==> config.mk <==
export PLATFORM = sky130hd
export DESIGN_NAME = mem_rr_arbiter
export DESIGN_NICKNAME = d
export VERILOG_FILES = /design/src/rtl/mem_rr_arbiter.sv
export SDC_FILE = /design/constraint.sdc
export NUM_CORES = 1
export LEC_CHECK = 0
export BUFFER_PORTS_ARGS = -buffer_cell sky130_fd_sc_hd__buf_2
export CORE_MARGIN = 2
export CORE_UTILIZATION = 40
export DETAILED_ROUTE_END_ITERATION = 10
export PLACE_DENSITY_LB_ADDON = 0.12
export RECOVER_POWER = 50
export SETUP_SLACK_MARGIN = 0.15
export SLEW_MARGIN = 25
export SYNTH_ARGS = -nofsm -noshare
export SYNTH_HDL_FRONTEND = slang
export SYNTH_SLANG_ARGS = --single-unit
==> constraint.sdc <==
create_clock -name clk_i -period 3.2 [get_ports clk_i]
set_input_delay 0.16 -clock clk_i [delete_from_list [all_inputs] [get_ports clk_i]]
set_output_delay 0.16 -clock clk_i [all_outputs]
set_load 0.03 [all_outputs]
==> src/rtl/mem_rr_arbiter.sv <==
// mem_rr_arbiter
//   Two-requester round-robin arbiter and sequencer in front of a single-port
//   synchronous SRAM. One requester is granted at a time, its command is
//   latched, exactly one single-cycle memory access is issued, and the result
//   is returned as a one-cycle ready pulse (plus read data) to that requester.
//   A watchdog aborts the access with an error pulse if the memory never
//   answers within TIMEOUT cycles.
//
// Ports
//   clk_i, rst_n_i              clock (rising edge), async active-low reset
//   reqN_valid_i                request N valid, held until reqN_ready_o
//   reqN_wr_rd_i                request N direction: 1 = write, 0 = read
//   reqN_addr_i, reqN_wdata_i   request N address / write data
//   reqN_ready_o, reqN_err_o    request N completion / timeout pulses
//   reqN_rdata_o                request N read data, registered and held
//   mem_valid_o, mem_wr_rd_o,
//   mem_addr_o, mem_wdata_o     command to the memory
//   mem_ready_i, mem_rdata_i    response from the memory
//   busy_o                      high whenever the sequencer is not idle
module mem_rr_arbiter #(
    parameter int unsigned WIDTH     = 16,
    parameter int unsigned DEPTH     = 64,
    parameter int unsigned ADDR_SIZE = $clog2(DEPTH),
    parameter int unsigned TIMEOUT   = 8
) (
    input  logic                 clk_i,
    input  logic                 rst_n_i,

    input  logic                 req0_valid_i,
    input  logic                 req0_wr_rd_i,
    input  logic [ADDR_SIZE-1:0] req0_addr_i,
    input  logic [WIDTH-1:0]     req0_wdata_i,
    output logic                 req0_ready_o,
    output logic                 req0_err_o,
    output logic [WIDTH-1:0]     req0_rdata_o,

    input  logic                 req1_valid_i,
    input  logic                 req1_wr_rd_i,
    input  logic [ADDR_SIZE-1:0] req1_addr_i,
    input  logic [WIDTH-1:0]     req1_wdata_i,
    output logic                 req1_ready_o,
    output logic                 req1_err_o,
    output logic [WIDTH-1:0]     req1_rdata_o,

    output logic                 mem_valid_o,
    output logic                 mem_wr_rd_o,
    output logic [ADDR_SIZE-1:0] mem_addr_o,
    output logic [WIDTH-1:0]     mem_wdata_o,
    input  logic                 mem_ready_i,
    input  logic [WIDTH-1:0]     mem_rdata_i,

    output logic                 busy_o
);

    localparam int unsigned WD_W = $clog2(TIMEOUT + 1);

    typedef enum logic [1:0] {
        IDLE,
        ISSUE,
        WAIT,
        RESP
    } state_t;

    state_t          state;
    logic            last_grant;
    logic            grant_id;
    logic            pick;
    logic [WD_W-1:0] wdog;
    logic [WD_W-1:0] wdog_inc;

    // Round-robin pick: a lone requester always wins; on a tie the one that
    // was not granted last time wins.
    always_comb begin
        pick = 1'b0;
        if (req0_valid_i && req1_valid_i) begin
            pick = ~last_grant;
        end else if (req1_valid_i) begin
            pick = 1'b1;
        end
    end

    assign wdog_inc = wdog + 1'b1;

    // The mem_* output registers double as the latched command: they are
    // loaded at grant and hold through WAIT and RESP.
    always_ff @(posedge clk_i or negedge rst_n_i) begin
        if (!rst_n_i) begin
            state        <= IDLE;
            last_grant   <= 1'b1;
            grant_id     <= 1'b0;
            wdog         <= '0;
            mem_valid_o  <= 1'b0;
            mem_wr_rd_o  <= 1'b0;
            mem_addr_o   <= '0;
            mem_wdata_o  <= '0;
            req0_ready_o <= 1'b0;
            req0_err_o   <= 1'b0;
            req0_rdata_o <= '0;
            req1_ready_o <= 1'b0;
            req1_err_o   <= 1'b0;
            req1_rdata_o <= '0;
            busy_o       <= 1'b0;
        end else begin
            case (state)
                IDLE: begin
                    if (req0_valid_i || req1_valid_i) begin
                        grant_id    <= pick;
                        last_grant  <= pick;
                        mem_valid_o <= 1'b1;
                        mem_wr_rd_o <= pick ? req1_wr_rd_i : req0_wr_rd_i;
                        mem_addr_o  <= pick ? req1_addr_i  : req0_addr_i;
                        mem_wdata_o <= pick ? req1_wdata_i : req0_wdata_i;
                        busy_o      <= 1'b1;
                        state       <= ISSUE;
                    end
                end

                ISSUE: begin
                    mem_valid_o <= 1'b0;
                    wdog        <= '0;
                    state       <= WAIT;
                end

                WAIT: begin
                    if (mem_ready_i) begin
                        if (!mem_wr_rd_o) begin
                            if (grant_id) begin
                                req1_rdata_o <= mem_rdata_i;
                            end else begin
                                req0_rdata_o <= mem_rdata_i;
                            end
                        end
                        req0_ready_o <= ~grant_id;
                        req1_ready_o <= grant_id;
                        state        <= RESP;
                    end else begin
                        wdog <= wdog_inc;
                        if (wdog_inc == WD_W'(TIMEOUT)) begin
                            req0_ready_o <= ~grant_id;
                            req1_ready_o <= grant_id;
                            req0_err_o   <= ~grant_id;
                            req1_err_o   <= grant_id;
                            state        <= RESP;
                        end
                    end
                end

                RESP: begin
                    req0_ready_o <= 1'b0;
                    req1_ready_o <= 1'b0;
                    req0_err_o   <= 1'b0;
                    req1_err_o   <= 1'b0;
                    busy_o       <= 1'b0;
                    state        <= IDLE;
                end

                default: begin
                    state <= IDLE;
                end
            endcase
        end
    end

endmodule

# Word level (Yosys, flattened, before mapping)
# Cells that the tools add are included.
# totals
ff_bits	69
latchBits	0
mem_bits_rw	0
mem_bits_ro	0
in_bits	67
output_inout_bits	61
word_cells	67
mem_count	0
# classes
addsub	1
n_mul	0
div	0
magnitude_cmp	0
eq_ne	8
n_shift	0
n_mux	24
n_bitwise	3
reduce_logical	16
# ops
operator	count
$mux W16	1
$pmux W1 S2	6
$reduce_and A2 Y1	6
$mux W1	10
$pmux W2 S4	1
$pmux W4 S2	1
$reduce_and A4 Y1	2
$reduce_bool A2 Y1	4
$mux W2	3
$mux W6	1
$ne A2 B2 Y1 const B	3
$add A4 B1 Y4 const B	1
$eq A2 B2 Y1 const B	2
$eq A4 B4 Y1 const B	1
$mux W4	1
$ne A3 B3 Y1 const B	1
$not A1 Y1	3
$reduce_and A3 Y1	1
$eq A2 B1 Y1 const B	1
$logic_not A2 Y1	1
$logic_and A1 B1 Y1	1
$logic_or A1 B1 Y1	1

# Depth between registers and ports, before layout
# Gate-level depths: netlist of run 1.
# depth
depth_word	5
depth_mapped	7
ltp_nobuf	6

# Worst setup path before layout of run 1
# OpenSTA, ideal clock, no wires.
# synth_path
path_kind	register to register
from	register state[0]
to	register req0_rdata_o[0]
setup_ps	125
arrival_time_ps	1536
t_required_ps	3075
path_slack_ps	1539
stages_incl_launch_ff	7
path_buffers	1
period_less_slack_ps	1661
path_cell_list	dfrtp_1 > inv_1 > ha_1 > nand2_2 > nor3_4 > buf_6 > mux2_2
# synth_via
elab_chain_cells	2
# synth_rtl
element	line_no	source
start: declaration	64	state_t state;
start signal: assignment	88	state <= IDLE;
start signal: assignment	114	state <= ISSUE;
start signal: assignment	121	state <= WAIT;
$eq A2 B2 Y1	104	case (state)
$reduce_and A4 Y1 (no line)	-	
end signal: assignment	130	req0_rdata_o <= mem_rdata_i;
end: declaration	35	output logic [WIDTH-1:0] req0_rdata_o,
# No other way between the ends.
# A chain may end at the register's enable or synchronous reset.

# Worst setup path after layout of run 1
# layout_path
from	register state[0]
to	register req0_rdata_o[3]
# Same word-level chain as after synthesis.

==> results of run 1 <==
cell type report:
type	count	area, um^2
clock inverters	6	38.79
fillers	664	3368
clock buffers	10	127.6
repair buffers	132	653.1
flip-flops and latches	69	1728
multi-input cells	159	1276
inverters	4	15.01
well taps	99	123.9
state kept, by name (all words and copies together), names as in the netlist:
name          cells
mem_wdata_o      16
req0_rdata_o     16
req1_rdata_o     16
mem_addr_o        6
wdog              4
state             2
busy_o            1
grant_id          1
last_grant        1
mem_valid_o       1
mem_wr_rd_o       1
req0_err_o        1
req0_ready_o      1
req1_err_o        1
req1_ready_o      1
cell usage after synthesis (all sizes together), types with 2 or more instances:
| cell type | n | area, um^2 |
|---|---|---|
| nor2 | 3 | 13.77 |
| and2b | 3 | 22.52 |
| nand2 | 32 | 125.1 |
| mux2i | 24 | 240.2 |
| clkbuf | 3 | 11.26 |
| a21oi | 4 | 20.02 |
| o211ai | 6 | 50.05 |
| o21ai | 27 | 135.1 |
| a22o | 3 | 26.28 |
| ha | 5 | 62.56 |
| buf | 8 | 67.56 |
| dfrtp | 68 | 1702 |
| a21boi | 2 | 15.02 |
| mux2 | 34 | 420.4 |
| nand3 | 4 | 20.02 |
| xnor2 | 2 | 17.52 |
| inv | 4 | 15.01 |
worst max-delay path, cell delays in order, from the launching register on:
cell and delay, ns:
dfrtp_1 0.42, inv_1 0.10, ha_1 0.44, nand2_2 0.14
nor3_4 0.64, mux2_2 0.41
power by group through the flow:
| stage | Sequential (mW) | Clock, mW | Combinational, mW |
|---|---|---|---|
| 2_1_floorplan | 2.25 | 0 | 0.744 |
| 5_1_grt | 1.60 | 0.681 | 2.18 |
| 6_report | 1.54 | 0.606 | 2.01 |
| 3_3_place_gp | 1.54 | 0 | 2.02 |
| 4_1_cts | 1.54 | 0.631 | 2.06 |
| 3_5_place_dp | 1.55 | 0 | 2.06 |
path summary, 6_finish.rpt:
| kind | endpoint | cells past startpoint | slack (ns) |
|---|---|---|---|
| setup reg to reg | req0_rdata_o[3]$_DFFE_PN0P_ | 5 | 0.93 |
| hold reg to reg | mem_wdata_o[4]$_DFFE_PN0P_ | 2 | 0.48 |
| max in group asynchronous | wdog[0]$_DFFE_PN0P_ | 3 | 1.55 |
| setup / recovery | req0_rdata_o[3]$_DFFE_PN0P_ | 5 | 0.93 |
| hold / removal | req1_rdata_o[5]$_DFFE_PN0P_ | 2 | 0.07 |
| min in group asynchronous | req0_rdata_o[6]$_DFFE_PN0P_ | 3 | 0.49 |
cells by family (layout without fill, tap and decap cells):
| family | Yosys count | in the layout | share of synthesized area |
|---|---|---|---|
| multiplexers | 58 | 58 | 0.2148 |
| XOR/XNOR | 2 | 2 | 0.005697 |
| adder cells (fa/ha/maj) | 5 | 5 | 0.02034 |
| flip-flops | 69 | 69 | 0.5618 |
| buffers and inverters | 15 | 152 | 0.03051 |
| AO/OA/AOI/OAI | 44 | 44 | 0.08503 |
| AND/OR/NAND/NOR | 50 | 50 | 0.08178 |
layer usage:
metal / global-route usage / vias up / routed length (um)
li1: - / 1123 / -
met1: 0.2163 / 1055 / 2948
met2: 0.2629 / 90 / 3117
met3: 0.05259 / 5 / 488
met4: 0.06439 / 0 / 67
met5: 0 / - / 0
metrics by stage:
step           cell area [um^2]  cells  total power, mW  setup WS, ns
6_report                   3963    479            4.156        0.9347
5_1_grt                    3963    479            4.461        0.7339
4_1_cts                    3978    478            4.231        0.9116
3_5_place_dp               3801    461            3.608        0.9289
3_3_place_gp               3801    461            3.562        0.9936
2_1_floorplan              3075    243            2.995         1.539
==> results.cfg, run 1 <==
[run_status]
status = complete, no violations

[floorplanning]
ios = 128
die_y_um = 91.69
initial_core_util = 0.4195
rows = 31
die_w_um = 91.69
core_region_area_um2 = 7331
die_area_um2 = 8406

[yosys]
yosysUniqueCellTypes = 35
ys_warn_count = 0
syn-cell-area_um2 = 3075
synthCells = 243
ys.flop_type = dfrtp_1
syn_area_per_cell_um2 = 12.66
async_flop_share = 1.000
ys_seq_area_frac = 0.5618
synth_nets = 315
synth-edff-count = 0
ys_ff_latch = 69

[placed_design]
hpwl_um = 4884
port_buffers = 127
finalWeightedCongestion = 0.7232

[layout]
num_antenna_cells = 0
fin_util = 0.5405
final_cell_mix = 96 x buf_2, 68 x dfrtp_1, 33 x clkbuf_1
final_common_cell = buf_2
fin_nets = 447
drive_above_1_share = 0.4132
synthToLayoutAreaGrowth_pct = 28.84

[job]
maxCapViolCount = 0

[min_path]
hold_class = input port to register
min_from = mem_rdata_i[5]

[pwr]
leakage_nw = 1.961
ir_worst_vdd_v = 0.0003739
netSwitchingFraction = 0.4565
p_sw_mw = 1.897
seqPwrFrac = 0.371
comb_power_share = 0.483
power_density_nw_per_um2 = 1049
power_frac_clock = 0.146
p_int_mw = 2.259

[clock_network]
cts_tree = done
cts_buffers = 9
cts_max_path_buffers = 2
clkTransAtPathRegs_ns = 0.08
cts_sinks = 69
postCtsResizedCells = 0
holdBufCountCts = 1
ctsRootBufferMaster = clkbuf_8
cts_setup_buffers = 0
clock_latency_ns = 0.33
cts_max_level = 3

[worst_setup_path]
crit_path_end_kind = register
reg2reg_from = state[0]$_DFFE_PN0P_
cp-startpoint = state[0]$_DFFE_PN0P_
worstPathMaxFanout = 16
critPathRequiredTime_ns = 3.42
crit_path_start_kind = register
path_class = register to register
cp.arrival_ns = 2.48

[drt]
remaining_drc_errors = 0
drtIter0Drc = 77
drtAntennaViolNets = 0
dr.pass1.iters = 4
detail_route.wirelength_um = 6621
num_vias = 2273
avgRoutedWirePerCell_um = 13.82
drt-vias-per-instance = 4.745

[sta]
tightest_slew_ns = 1.407
fin_tns_setup_ns = 0
drv_slew = 0
finalSetupViolations = 0
hold-worst-slack_ns = 0.06822
clock.fmax_mhz = 441.4
hold_viol = 0
clock_skew_ns = 0.009609
max-slew-margin-rel = 0.06201
post-route-min-period_ns = 2.265
rsz0062_at_grt = false
min_period_over_period = 0.7079

[grt]
grt_pass1_vias = 2242
antenna_found_initial = 0
grtUsageTotal = 0.1673
grt_max_degree = 50
overflow = 0
grt_pass1_wl_um = 11010
Note: power is estimated with default switching activity, not from simulation.
==> run 2: changes to the inputs <==
- clock period: 3.2 -> 2.4 ns (I/O delays scaled with it)
==> run 2 against run 1 <==
  * The flow now finishes with violations (max-capacitance violations, max-slew violations)
  * Sequential cell count unchanged
  * Setup slack got worse by 0.28 ns
  * Sequential power increased by 34%
  * Via count decreased by 1.1%
  * Largest cell class unchanged
  * Clock skew down 0.0018 ns
  * Final area is 0.69% higher
  * Critical endpoint is now state[1]$_DFFE_PN0P_
  * First-iteration DRC count is 2.6% higher
  * Fmax is 29% higher
  * Non-clock buffer count increased by 2
  * Largest power group unchanged
  * Routed wire length shrank 0.72%
  * Sequential share of layout area shrank 0.30 points
  * Power up 36%
==> results.cfg, run 2 (same netlist as run 1, synthesis figures left out) <==
[run_status]
status = finished with violations
violations = max-capacitance violations, max-slew violations

[grt]
grt_max_degree = 50
grtUsageTotal = 0.1628
grt_pass1_vias = 2153
grt_pass1_wl_um = 10800
overflow = 0
antenna_found_initial = 0

[layout]
fin_area_um2 = 3990
synthToLayoutAreaGrowth_pct = 29.74
fin_nets = 449
top_regs = mem_wdata_o: 16 flops, req0_rdata_o: 16 flops, req1_rdata_o: 16 flops
drive_above_1_share = 0.3770
fin_util = 0.5443
final_common_cell = buf_2
num_antenna_cells = 0
final_cell_mix = 79 x buf_2, 68 x dfrtp_1, 48 x clkbuf_1

[drt]
drt-vias-per-instance = 4.676
drtIter0Drc = 79
detail_route.wirelength_um = 6573
avgRoutedWirePerCell_um = 13.67
remaining_drc_errors = 0
drtAntennaViolNets = 0
num_vias = 2249
dr.pass1.iters = 4

[worst_setup_path]
cp_slowest_cell = dfrtp_1
critPathRequiredTime_ns = 2.62
path_class = register to register
crit_chain = inv_1, ha_1, buf_4, and2b_1, a21oi_1, mux2_2
r2r_end = state[1]$_DFFE_PN0P_
reg2regPathDepth = 6
reg2reg_from = state[0]$_DFFE_PN0P_
crit_path_end_kind = register
slowest_delay_ns = 0.39
cp_top_family = flip-flops
worstPathMaxFanout = 14
cp.arrival_ns = 1.97
crit_path_start_kind = register
cp-startpoint = state[0]$_DFFE_PN0P_
crit_buf_inv = 2
rrSetupSlack_ns = 0.65

[floorplanning]
initial_core_util = 0.4195
ios = 128
die_w_um = 91.69
rows = 31
core_region_area_um2 = 7331
die_area_um2 = 8406
die_y_um = 91.69

[sta]
clock_skew_ns = 0.007760
min_period_over_period = 0.7290
hold_viol = 0
fin_tns_setup_ns = 0
post-route-min-period_ns = 1.750
setup_ws_ns = 0.6505
max-slew-margin-rel = -0.07922
finalSetupViolations = 0
rsz0062_at_grt = false
tightest_slew_ns = 1.619
drv_slew = 29
clock.fmax_mhz = 571.6

[clock_network]
cts_tree = done
clock_latency_ns = 0.33
cts_max_level = 3
cts_buffers = 9
cts_sinks = 69
clkTransAtPathRegs_ns = 0.08
cts_max_path_buffers = 2
ctsRootBufferMaster = clkbuf_8
cts_setup_buffers = 0

[pwr]
ir_worst_vdd_v = 0.0007141
power_density_nw_per_um2 = 1414
leakage_nw = 1.934

[placed_design]
detailedPlace.worstSlack_ns = 0.6424
dpl-instance-area_um2 = 3829
port_buffers = 127
finalWeightedCongestion = 0.7324
hpwl_um = 4964

[min_path]
hold_class = input port to register
min_from = mem_rdata_i[13]
hold_depth = 2
hold_end = req1_rdata_o[13]$_DFFE_PN0P_

[job]
maxCapViolCount = 1
[run 2: cell types whose count changed in the layout (fill, tap and decap cells not counted), sizes merged]
cell    previous run  this run
bufinv             0         1
clkbuf            42        57
buf               99        85
inv                5         6
clkinv             3         2
[run 2: worst max path at each step]
stage	endpoint	slack (ns)	cells past startpoint
3_5_place_dp	state[1]$_DFFE_PN0P_	0.64	6
4_1_cts	state[1]$_DFFE_PN0P_	0.63	6
2_1_floorplan	req0_rdata_o[0]$_DFFE_PN0P_	0.74	6
3_3_place_gp	state[1]$_DFFE_PN0P_	0.70	6
5_1_grt	wdog[2]$_DFFE_PN0P_	0.34	3
6_report	state[1]$_DFFE_PN0P_	0.65	6
[run 2: layout make-up]
cell class,count,area [um^2]
fill,668,3341
sequential,69,1728
multi-input combinational,159,1276
timing repair buffer,134,650.6
clock buffer,9,123.9
tap,99,123.9
clock inverter,7,72.57
inverter,4,15.01
[run 2: through the flow]
step                      hold WS, ns  instances  power, mW
after floorplan               -0.1756        243      3.993
after global placement         0.2090        463      4.771
after detailed placement       0.1960        463      4.834
after CTS                    0.008826        480      5.794
after global routing         0.009952        481      6.025
final                         0.02603        481      5.642
[run 2: report_power, final]
| group | switching (mW) | internal, mW | leakage (nW) |
|---|---|---|---|
| clock | 0.457 | 0.483 | 0.0960 |
| combinational | 1.75 | 0.880 | 0.986 |
| sequential | 0.355 | 1.71 | 0.851 |
| total | 2.56 | 3.08 | 1.93 |
[run 2: what timing repair did]
| item | in CTS | in global routing |
|---|---|---|
| setup endpoints to repair | 0 | 0 |
| gates resized for setup | 0 | 0 |
| hold buffers | 1 | 0 |
| hold endpoints to repair | 27 | 0 |
[run 2: per-layer routing]
layer | part of all wire | global-route usage | vias up
met5 | 0 | 0 | -
met4 | 0.015 | 0.05682 | 0
met2 | 0.44 | 0.2500 | 96
li1 | - | - | 1124
met1 | 0.47 | 0.2238 | 1019
met3 | 0.074 | 0.04273 | 10
==> run 3: changes to the inputs <==
- ABC_AREA: default -> 1
- clock period: 2.4 -> 1.45 ns (I/O delays scaled with it)
==> run 3 against run 2 <==
  * The flow now finishes without violations
  * Cell count rose by 36%
  * Area after synthesis fell by 3.9%
  * Critical endpoint is now req0_rdata_o[5]$_DFFE_PN0P_
  * Global-route usage rose by 6.3 points
  * Highest routed layer unchanged
  * Largest power group unchanged
==> results.cfg, run 3 <==
[min_path]
hold_class = input port to register

[worst_setup_path]
crit_path_end_kind = register
worstPathMaxFanout = 8
crit_path_start_kind = register
cp.arrival_ns = 1.66
critPathRequiredTime_ns = 1.68
path_class = register to register

[pwr]
netSwitchingFraction = 0.4514
power_density_nw_per_um2 = 2135
power_frac_clock = 0.164
leakage_nw = 2.566
comb_power_share = 0.526
p_sw_mw = 4.914
seqPwrFrac = 0.309
ir_worst_vdd_v = 0.001085
p_int_mw = 5.972

[clock_network]
clkTransAtPathRegs_ns = 0.08
clock_latency_ns = 0.35
cts_max_level = 3
cts_buffers = 9
cts_max_path_buffers = 2
cts_tree = done
ctsRootBufferMaster = clkbuf_8
cts_sinks = 69

[yosys]
synth-edff-count = 0
async_flop_share = 1.000
synth_top_area_cell = dfrtp_1
yosysUniqueCellTypes = 19
synth_nets = 408
synthMostInstantiatedCell = nand2_1
synth_common_cells = 101 x nand2_1, 68 x dfrtp_1, 37 x inv_1, 37 x o21ai_0, 27 x nor2_1
ys_warn_count = 0
synth_top_area_share = 0.5755
synthCells = 336
syn_area_per_cell_um2 = 8.799
ys_seq_area_frac = 0.5844
ys.flop_type = dfrtp_1
ys_ff_latch = 69
synthTopCellsByArea = dfrtp_1 58%, nand2_1 13%, o21ai_0 6.3%
syn-cell-area_um2 = 2957

[grt]
grtUsageTotal = 0.2256
overflow = 0
grt_max_degree = 70
grt_pass1_vias = 3136
grt_pass1_wl_um = 14620
antenna_found_initial = 0

[floorplanning]
core_region_area_um2 = 7214
initial_core_util = 0.4098
die_w_um = 89.98
rows = 31
die_y_um = 89.98
die_area_um2 = 8096
ios = 128

[run_status]
status = complete, no violations

[sta]
min_period_over_period = 0.9885
tightest_slew_ns = 0.9394
finalSetupViolations = 0
clock_skew_ns = 0.01292
post-route-min-period_ns = 1.433
hold-worst-slack_ns = 0.01849
rsz0062_at_grt = true
drv_slew = 0
max-slew-margin-rel = 0.3737
hold_viol = 0
clock.fmax_mhz = 697.7

[placed_design]
port_buffers = 127
dpl-instance-area_um2 = 3804
finalWeightedCongestion = 0.8096
hpwl_um = 4930

[layout]
synthToLayoutAreaGrowth_pct = 72.45
fin_util = 0.7067
fin_nets = 621
fin_area_um2 = 5099
num_antenna_cells = 0
top_regs = mem_wdata_o: 16 flops, req0_rdata_o: 16 flops, req1_rdata_o: 16 flops
drive_above_1_share = 0.3574
final_common_cell = buf_2
final_cell_mix = 114 x buf_2, 94 x nand2_1, 68 x dfrtp_1

[drt]
drt-vias-per-instance = 4.810
num_vias = 3141
remaining_drc_errors = 0
drtIter0Drc = 108
dr.pass1.iters = 4
detail_route.wirelength_um = 9471
avgRoutedWirePerCell_um = 14.50
drtAntennaViolNets = 0

[job]
maxCapViolCount = 0
[run 3: per-layer routing]
layer | wire length [um] | track usage | part of all wire
met5 | 0 | 0 | 0
met4 | 160 | 0.07308 | 0.017
met3 | 527 | 0.06790 | 0.056
met2 | 4923 | 0.3971 | 0.52
met1 | 3860 | 0.2644 | 0.41
[run 3: area by class of cell]
type | count | area [um^2]
Tap cell | 99 | 123.9
Inverter | 37 | 143.9
Timing Repair Buffer | 217 | 1692
Sequential cell | 69 | 1728
Multi-Input combinational cell | 215 | 1190
Clock inverter | 7 | 97.59
Clock buffer | 9 | 123.9
Fill cell | 545 | 2116
[run 3: logic make-up (layout without fill, tap and decap cells)]
group | after synthesis | in the layout | share of synthesized area
and+or+nand+nor | 144 | 144 | 0.1938
adders and majority gates | 5 | 5 | 0.02116
AOI/OAI and AO/OA | 66 | 66 | 0.1248
buffers and inverters | 52 | 270 | 0.07575
DFF | 69 | 69 | 0.5844
[run 3: worst max-delay path: stages, from the launching register on]
cell and delay (ns):
dfrtp_1 0.39, inv_2 0.11, ha_4 0.15, nand2_2 0.06, inv_4 0.08, nand3_4 0.16, clkbuf_16 0.22, nand2_1 0.05
o21ai_0 0.09
[run 3: worst paths after layout]
kind	cells after the start	from	to	slack [ns]
setup / recovery	8	state[0]$_DFFE_PN0P_	req0_rdata_o[5]$_DFFE_PN0P_	0.02
hold / removal	3	req0_wr_rd_i	mem_wr_rd_o$_DFFE_PN0P_	0.02
setup reg to reg	8	state[0]$_DFFE_PN0P_	req0_rdata_o[5]$_DFFE_PN0P_	0.02
max in group asynchronous	3	rst_n_i	req0_rdata_o[6]$_DFFE_PN0P_	0.34
min in group asynchronous	3	rst_n_i	req0_rdata_o[2]$_DFFE_PN0P_	0.50
hold reg to reg	2	req1_ready_o$_DFFE_PN0P_	req1_ready_o$_DFFE_PN0P_	0.48
[run 3: repair_timing]
action,4_1_cts,5_1_grt
pin swaps,0,4
resized for setup,38,32
gates cloned,4,6
buffers inserted,7,0
hold endpoints to repair,116,2
hold buffers,60,2
setup endpoints to repair,67,69
[run 3: stage by stage]
| stage | total power, mW | std cells | worst slack (ns) | TNS, ns |
|---|---|---|---|---|
| finish | 10.89 | 653 | 0.01672 | 0 |
| global route | 11.55 | 653 | -0.06628 | -0.7906 |
| CTS | 10.43 | 645 | 0.08364 | 0 |
| detailed placement | 7.886 | 558 | 0.02427 | 0 |
| global placement | 7.810 | 558 | 0.09118 | 0 |
| floorplan | 6.386 | 336 | 0.1613 | 0 |
[run 3: power by group through the flow]
stage | clock network (mW) | logic [mW] | registers, mW
floorplan | 0 | 1.57 | 4.82
global placement | 0 | 4.51 | 3.30
finish | 1.79 | 5.73 | 3.37
global route | 1.90 | 6.17 | 3.48
CTS | 1.80 | 5.34 | 3.29
detailed placement | 0 | 4.58 | 3.30
